`config.mk`:
```
export PLATFORM = sky130hd
export DESIGN_NAME = mem_arbiter
export DESIGN_NICKNAME = d
export VERILOG_FILES = /design/src/rtl/utils_pkg.sv /design/src/rtl/arb_id_fifo.sv /design/src/rtl/mem_arbiter.sv
export SDC_FILE = /design/constraint.sdc
export NUM_CORES = 1
export LEC_CHECK = 0
export CORE_AREA = 3 3 124 126
export DETAILED_ROUTE_END_ITERATION = 12
export DIE_AREA = 0 0 127 129
export GPL_ROUTABILITY_DRIVEN = 0
export PLACE_DENSITY_LB_ADDON = 0.25
export SLEW_MARGIN = 20
export SYNTH_ARGS = -nofsm -noshare
export SYNTH_HDL_FRONTEND = slang
export SYNTH_SLANG_ARGS = --single-unit
export TNS_END_PERCENT = 1
```
`constraint.sdc`:
```
create_clock -name clk -period 2.5 [get_ports clk]
set_input_delay 0.75 -clock clk [delete_from_list [all_inputs] [get_ports clk]]
set_output_delay 0.75 -clock clk [all_outputs]
set_load 0.005 [all_outputs]
```
`src/rtl/utils_pkg.sv`:
```
// Shared request/response payloads and requester IDs for the memory arbiter.
package utils_pkg;

  localparam int unsigned ADDR_W = 32;
  localparam int unsigned DATA_W = 32;
  localparam int unsigned BE_W   = 4;

  typedef enum logic {
    ARB_ID_FETCH = 1'b0,
    ARB_ID_LSU   = 1'b1
  } arb_id_t;

  typedef struct packed {
    logic              valid;
    logic [ADDR_W-1:0] addr;
    logic              we;
    logic [DATA_W-1:0] wdata;
    logic [BE_W-1:0]   be;
  } s_arb_req_t;

  typedef struct packed {
    logic              valid;
    logic [DATA_W-1:0] rdata;
    logic              err;
  } s_arb_rsp_t;

  // Pointer width that never collapses to zero bits for a depth of 1.
  function automatic int unsigned ptr_width(int unsigned depth);
    return (depth <= 1) ? 1 : $clog2(depth);
  endfunction

endpackage

```
`src/rtl/arb_id_fifo.sv`:
```
// In-order FIFO of requester IDs for accepted-but-unanswered memory requests.
module arb_id_fifo
  import utils_pkg::*;
#(
  parameter int unsigned DEPTH = 2
) (
  input  logic    clk,
  input  logic    rst,
  input  logic    push,
  input  arb_id_t push_id,
  input  logic    pop,
  output arb_id_t pop_id,
  output logic    full,
  output logic    empty
);

  localparam int unsigned PTR_W = ptr_width(DEPTH);
  localparam int unsigned CNT_W = $clog2(DEPTH + 1);

  arb_id_t            entries_q [DEPTH];
  logic [PTR_W-1:0]   wr_ptr_q;
  logic [PTR_W-1:0]   rd_ptr_q;
  logic [CNT_W-1:0]   count_q;
  logic               push_ok;
  logic               pop_ok;

  assign full    = (count_q == CNT_W'(DEPTH));
  assign empty   = (count_q == '0);
  assign pop_ok  = pop && !empty;
  // A pop in the same cycle frees the slot the push needs.
  assign push_ok = push && (!full || pop_ok);
  assign pop_id  = entries_q[rd_ptr_q];

  function automatic logic [PTR_W-1:0] ptr_inc(logic [PTR_W-1:0] ptr);
    return (ptr == PTR_W'(DEPTH - 1)) ? '0 : ptr + PTR_W'(1);
  endfunction

  always_ff @(posedge clk) begin
    if (push_ok) entries_q[wr_ptr_q] <= push_id;
  end

  always_ff @(posedge clk or negedge rst) begin
    if (!rst) begin
      wr_ptr_q <= '0;
      rd_ptr_q <= '0;
      count_q  <= '0;
    end else begin
      if (push_ok) wr_ptr_q <= ptr_inc(wr_ptr_q);
      if (pop_ok)  rd_ptr_q <= ptr_inc(rd_ptr_q);
      case ({push_ok, pop_ok})
        2'b10:   count_q <= count_q + CNT_W'(1);
        2'b01:   count_q <= count_q - CNT_W'(1);
        default: count_q <= count_q;
      endcase
    end
  end

endmodule

```
`src/rtl/mem_arbiter.sv`:
```
// Two-requester (fetch/LSU) arbiter for a single memory port with in-order response routing.
// Optional fetch anti-starvation promotion enabled by defining MEM_ARB_FAIRNESS_EN.
module mem_arbiter
  import utils_pkg::*;
#(
  parameter int unsigned MAX_OUTSTANDING = 2,
  parameter int unsigned STARVE_LIMIT    = 4
) (
  input  logic       clk,
  input  logic       rst,
  input  s_arb_req_t fetch_req_i,
  output logic       fetch_ready_o,
  input  s_arb_req_t lsu_req_i,
  output logic       lsu_ready_o,
  output s_arb_req_t mem_req_o,
  input  logic       mem_ready_i,
  input  s_arb_rsp_t mem_rsp_i,
  output s_arb_rsp_t fetch_rsp_o,
  output s_arb_rsp_t lsu_rsp_o
);

  localparam int unsigned CNT_W = $clog2(MAX_OUTSTANDING + 1);

  localparam logic [1:0] ST_IDLE       = 2'd0;
  localparam logic [1:0] ST_LOCK_FETCH = 2'd1;
  localparam logic [1:0] ST_LOCK_LSU   = 2'd2;

  logic [1:0]       state_q, state_d;
  logic [CNT_W-1:0] outstanding_q;
  logic             gnt_valid;
  arb_id_t          gnt_id;
  logic             offer;
  logic             accept;
  logic             slot_avail;
  logic             rsp_pop;
  logic             promote_fetch;
  arb_id_t          fifo_pop_id;
  logic             fifo_full;
  logic             fifo_empty;

  // Responses with nothing outstanding are dropped, never routed.
  assign rsp_pop    = mem_rsp_i.valid && !fifo_empty;
  assign slot_avail = rst && ((!fifo_full && (outstanding_q < CNT_W'(MAX_OUTSTANDING))) || rsp_pop);

`ifdef MEM_ARB_FAIRNESS_EN
  localparam int unsigned STARVE_W = $clog2(STARVE_LIMIT + 1);
  logic [STARVE_W-1:0] starve_q;
  logic                fetch_accept;

  assign fetch_accept  = accept && (gnt_id == ARB_ID_FETCH);
  assign promote_fetch = (starve_q >= STARVE_W'(STARVE_LIMIT));

  // Saturating count of cycles fetch waited without being accepted.
  always_ff @(posedge clk or negedge rst) begin
    if (!rst) begin
      starve_q <= '0;
    end else if (fetch_accept) begin
      starve_q <= '0;
    end else if (fetch_req_i.valid && (starve_q < STARVE_W'(STARVE_LIMIT))) begin
      starve_q <= starve_q + STARVE_W'(1);
    end
  end
`else
  assign promote_fetch = 1'b0;
`endif

  always_ff @(posedge clk or negedge rst) begin
    if (!rst) state_q <= ST_IDLE;
    else      state_q <= state_d;
  end

  // Arbitration, request mux, ready generation and lock next-state.
  always_comb begin
    gnt_valid     = 1'b0;
    gnt_id        = ARB_ID_FETCH;
    offer         = 1'b0;
    accept        = 1'b0;
    mem_req_o     = '0;
    fetch_ready_o = 1'b0;
    lsu_ready_o   = 1'b0;
    state_d       = ST_IDLE;

    if ((state_q == ST_LOCK_FETCH) && fetch_req_i.valid) begin
      gnt_valid = 1'b1;
      gnt_id    = ARB_ID_FETCH;
    end else if ((state_q == ST_LOCK_LSU) && lsu_req_i.valid) begin
      gnt_valid = 1'b1;
      gnt_id    = ARB_ID_LSU;
    end else if (promote_fetch && fetch_req_i.valid) begin
      gnt_valid = 1'b1;
      gnt_id    = ARB_ID_FETCH;
    end else if (lsu_req_i.valid) begin
      gnt_valid = 1'b1;
      gnt_id    = ARB_ID_LSU;
    end else if (fetch_req_i.valid) begin
      gnt_valid = 1'b1;
      gnt_id    = ARB_ID_FETCH;
    end

    offer  = gnt_valid && slot_avail;
    accept = offer && mem_ready_i;

    if (offer) mem_req_o = (gnt_id == ARB_ID_LSU) ? lsu_req_i : fetch_req_i;
    fetch_ready_o = accept && (gnt_id == ARB_ID_FETCH);
    lsu_ready_o   = accept && (gnt_id == ARB_ID_LSU);

    // An offered-but-refused request owns the port until taken or withdrawn.
    if (offer && !mem_ready_i) begin
      state_d = (gnt_id == ARB_ID_LSU) ? ST_LOCK_LSU : ST_LOCK_FETCH;
    end else if (!accept) begin
      case (state_q)
        ST_LOCK_FETCH: state_d = fetch_req_i.valid ? ST_LOCK_FETCH : ST_IDLE;
        ST_LOCK_LSU:   state_d = lsu_req_i.valid ? ST_LOCK_LSU : ST_IDLE;
        default:       state_d = ST_IDLE;
      endcase
    end
  end

  always_ff @(posedge clk or negedge rst) begin
    if (!rst) begin
      outstanding_q <= '0;
    end else begin
      case ({accept, rsp_pop})
        2'b10:   outstanding_q <= outstanding_q + CNT_W'(1);
        2'b01:   outstanding_q <= outstanding_q - CNT_W'(1);
        default: outstanding_q <= outstanding_q;
      endcase
    end
  end

  arb_id_fifo #(
    .DEPTH (MAX_OUTSTANDING)
  ) u_id_fifo (
    .clk     (clk),
    .rst     (rst),
    .push    (accept),
    .push_id (gnt_id),
    .pop     (rsp_pop),
    .pop_id  (fifo_pop_id),
    .full    (fifo_full),
    .empty   (fifo_empty)
  );

  // Data is shared by both sides; only the owner of the oldest request sees valid.
  always_comb begin
    fetch_rsp_o = '0;
    lsu_rsp_o   = '0;
    if (rsp_pop) begin
      fetch_rsp_o.rdata = mem_rsp_i.rdata;
      fetch_rsp_o.err   = mem_rsp_i.err;
      lsu_rsp_o.rdata   = mem_rsp_i.rdata;
      lsu_rsp_o.err     = mem_rsp_i.err;
      fetch_rsp_o.valid = (fifo_pop_id == ARB_ID_FETCH);
      lsu_rsp_o.valid   = (fifo_pop_id == ARB_ID_LSU);
    end
  end

endmodule

```
==> results.md <==
* Fillers at between 1500 and 2000
* Yosys Warn Count at 0
* Final Hold Fails at 0
* I/O Buffers at ~320
* Synth cell types at 26
* Maximum clock path buffer count at 2
* Post-Place Cells at around 830
* Post-Syn Area at a little over 2000 sq um
* Iteration-0 DRC Markers at between 100 and 150
* TNS Setup at -75570 ps
* DIE AREA at 16400 sq um
* RSZ-0062 raised after global routing: true
* FF-to-FF Start: u_id_fifo.count_q[1]
* Req. time, crit path at 1750 ps
* Slew HR at 0.743
* CTS clock-pin slew for the worst setup and hold paths at roughly 40 ps
* Cell Rows at 44
* #FFs+latches synth at 10
* Run status: complete, but fails checks
* Non-Filler Instances at 830
* Peak VDD IR at 179 uV
* PnR Total Power at 2.53 mW
* Top FF cell, synth: dfrtp_1
* Final WL at 12.4 mm
* DRT Pass-1 Iters at 4
* Most frequent CP cell: clkdlybuf4s50_1
* Worst-path fanout max at 33
* Core ar. at approximately 14000 sq um
* Critical path data arrival time at 2610 ps
* Starting Density at 0.141
* DP Wirelength at 10.6 mm
* EDFF count, synth at 2
* Commonest non-fill, non-tap cell in the layout: clkdlybuf4s50_1
* First-pass GRT wire length at around 18 mm
* CP Class: input port to primary output
* Least-Margin Pin Slew at roughly 380 ps
* Clock root buffer master: clkbuf_16
* Die height at 129 microns
* Largest net degree at the start of global routing at 44
* Fin nets at 828
* Max cap viols at 0
* Max Slew Vio Count at 0
* Cell family with most CP delay: buffers and inverters
* PD cells at between 400 and 500 nW/um^2
* Post-synthesis sequential area ratio at 0.128
* Gr usage total at 0.135
* Hold Path Depth at 1
* Die W at around 130 microns
* Commonest cells after routing, fill and taps aside: 246 x clkdlybuf4s50_1, 141 x nand2_1, 63 x a21oi_1
* Syn_area_per_cell at about 5.8 sq um
* CTS buffer count at 3
* Clock tree sinks at 10
* Gate Count Post-Synth at between 300 and 400
* Routed vias at 3389
* Syn Nets at 532
* Worst hold start: u_id_fifo.rd_ptr_q
* Grt total ovfl at 0
* Crit path time final at 3360 ps
* Vias per inst at 4.08
* CTS tree: yes
* CTS H-tree depth at 1
* Final ANT Viol Nets at 0
* Share of cells above drive strength 1 at 0.116
* Async SR Flop Fraction at 0.800
* Vias in the first global route at 3385
* Ant. Diodes at 0
* Hold Path Sink: u_id_fifo.rd_ptr_q
* Failing checks: negative setup slack
* Area Overhead vs Synth at 170%
* Routed length per instance at 14.9 microns
* Hold slack final at 487 ps
* Setup bufs post-CTS at 0
* Clk_skew at around 3.2 ps
* Fmax at 0.298 GHz
* Critical Path Start: mem_rsp_i[33]
* Reg2Reg Depth at 8
* Final setup vio count at 140
* Initial antenna violation count at 0
* # hold bufs at CTS at 0
* Worst Hold Class: flip-flop to flip-flop
* RR Endpoint: u_id_fifo.count_q[1]
* Leak at between 2 and 3 nW
* Critical path cell sequence: clkdlybuf4s50_1 -> and2_1 -> o311a_1 -> o21ai_4 -> buf_12 -> a21oi_2 -> clkdlybuf4s50_1
* Worst path max stage delay at 530 ps
* Slowest CP cell: clkdlybuf4s50_1
* Worst reg-to-reg setup slack at 650 ps
* I/O pin count at 317
* Fin crit share at 1.34
* Worst setup EP type: primary output
* Setup crit start kind: input port
* Setup ws final at -860 ps
* DR DRC count at 0
* Clock latency on the worst-skew pair at 240 ps
* Worst path bufs/invs at 3
==> per-stage QoR <==
stage               setup slack, ps   util  area, sq um
global placement               -938  0.368         5320
CTS                            -872  0.376         5420
floorplan                       139      -         2030
detailed placement             -959  0.368         5320
finish                         -860  0.380         5490
global route                   -933  0.380         5490
==> synthesized netlist by cell type, types with 2 or more instances <==
master / instances / area, sq um
and2_1: 35 / 219
inv_1: 4 / 15.0
ha_1: 4 / 50.1
buf_2: 10 / 50.1
a21oi_1: 69 / 345
buf_4: 33 / 248
clkbuf_1: 7 / 26.3
xor2_1: 2 / 17.5
dfrtp_1: 8 / 200
xnor2_1: 6 / 52.6
nand2_1: 143 / 537
nor2_1: 9 / 33.8
buf_6: 7 / 78.8
edfxtp_1: 2 / 60.1
==> layer usage <==
metal,global-route usage,part of all wire
met1,0.126,0.33
met2,0.275,0.55
met3,0.0407,0.11
met4,0.0435,0.018
met5,0,0
==> cell families (layout without fill, tap and decap cells) <==
group                      Yosys count  count (layout)  share of synthesized area
and+or+nand+nor                    191             191                      0.402
AOI/OAI and AO/OA                   75              75                      0.198
buffers and inverters               62             357                      0.208
DFF                                 10              10                      0.128
xor gates and xnor gates             8               8                     0.0345
adders and majority gates            4               4                     0.0246
muxes                                1               1                    0.00493
==> what timing repair did <==
action	in CTS	in global routing
setup endpoints to repair	140	141
resized for setup	102	32
hold endpoints to repair	0	0
pin swaps	2	0
==> power by group <==
part	switching, mW	total (mW)	internal (mW)
registers	0.0454	0.276	0.231
clock network	0.0809	0.322	0.241
logic	0.758	1.93	1.17
==> flip-flops by register name, indices dropped and copies added, names as in the netlist <==
signal	flops
outstanding_q	2
state_q	2
u_id_fifo.count_q	2
u_id_fifo.entries_q	2
u_id_fifo.rd_ptr_q	1
u_id_fifo.wr_ptr_q	1
==> area by class of cell <==
cell class,count,area (sq um),area share
sequential,10,260,0.0474
inverter,5,18.8,0.00342
timing repair buffer,348,3480,0.634
clock buffer,4,88.8,0.0162
multi-input combinational,279,1410,0.257
tap,184,230,0.0420
==> worst max-delay path by stage <==
stage / to / depth (start not counted)
floorplan: mem_req_o[0] / 5
global placement: mem_req_o[36] / 7
detailed placement: mem_req_o[36] / 7
CTS: mem_req_o[36] / 7
global route: mem_req_o[36] / 7
finish: mem_req_o[36] / 7
Power figures use the tool's default switching activity.
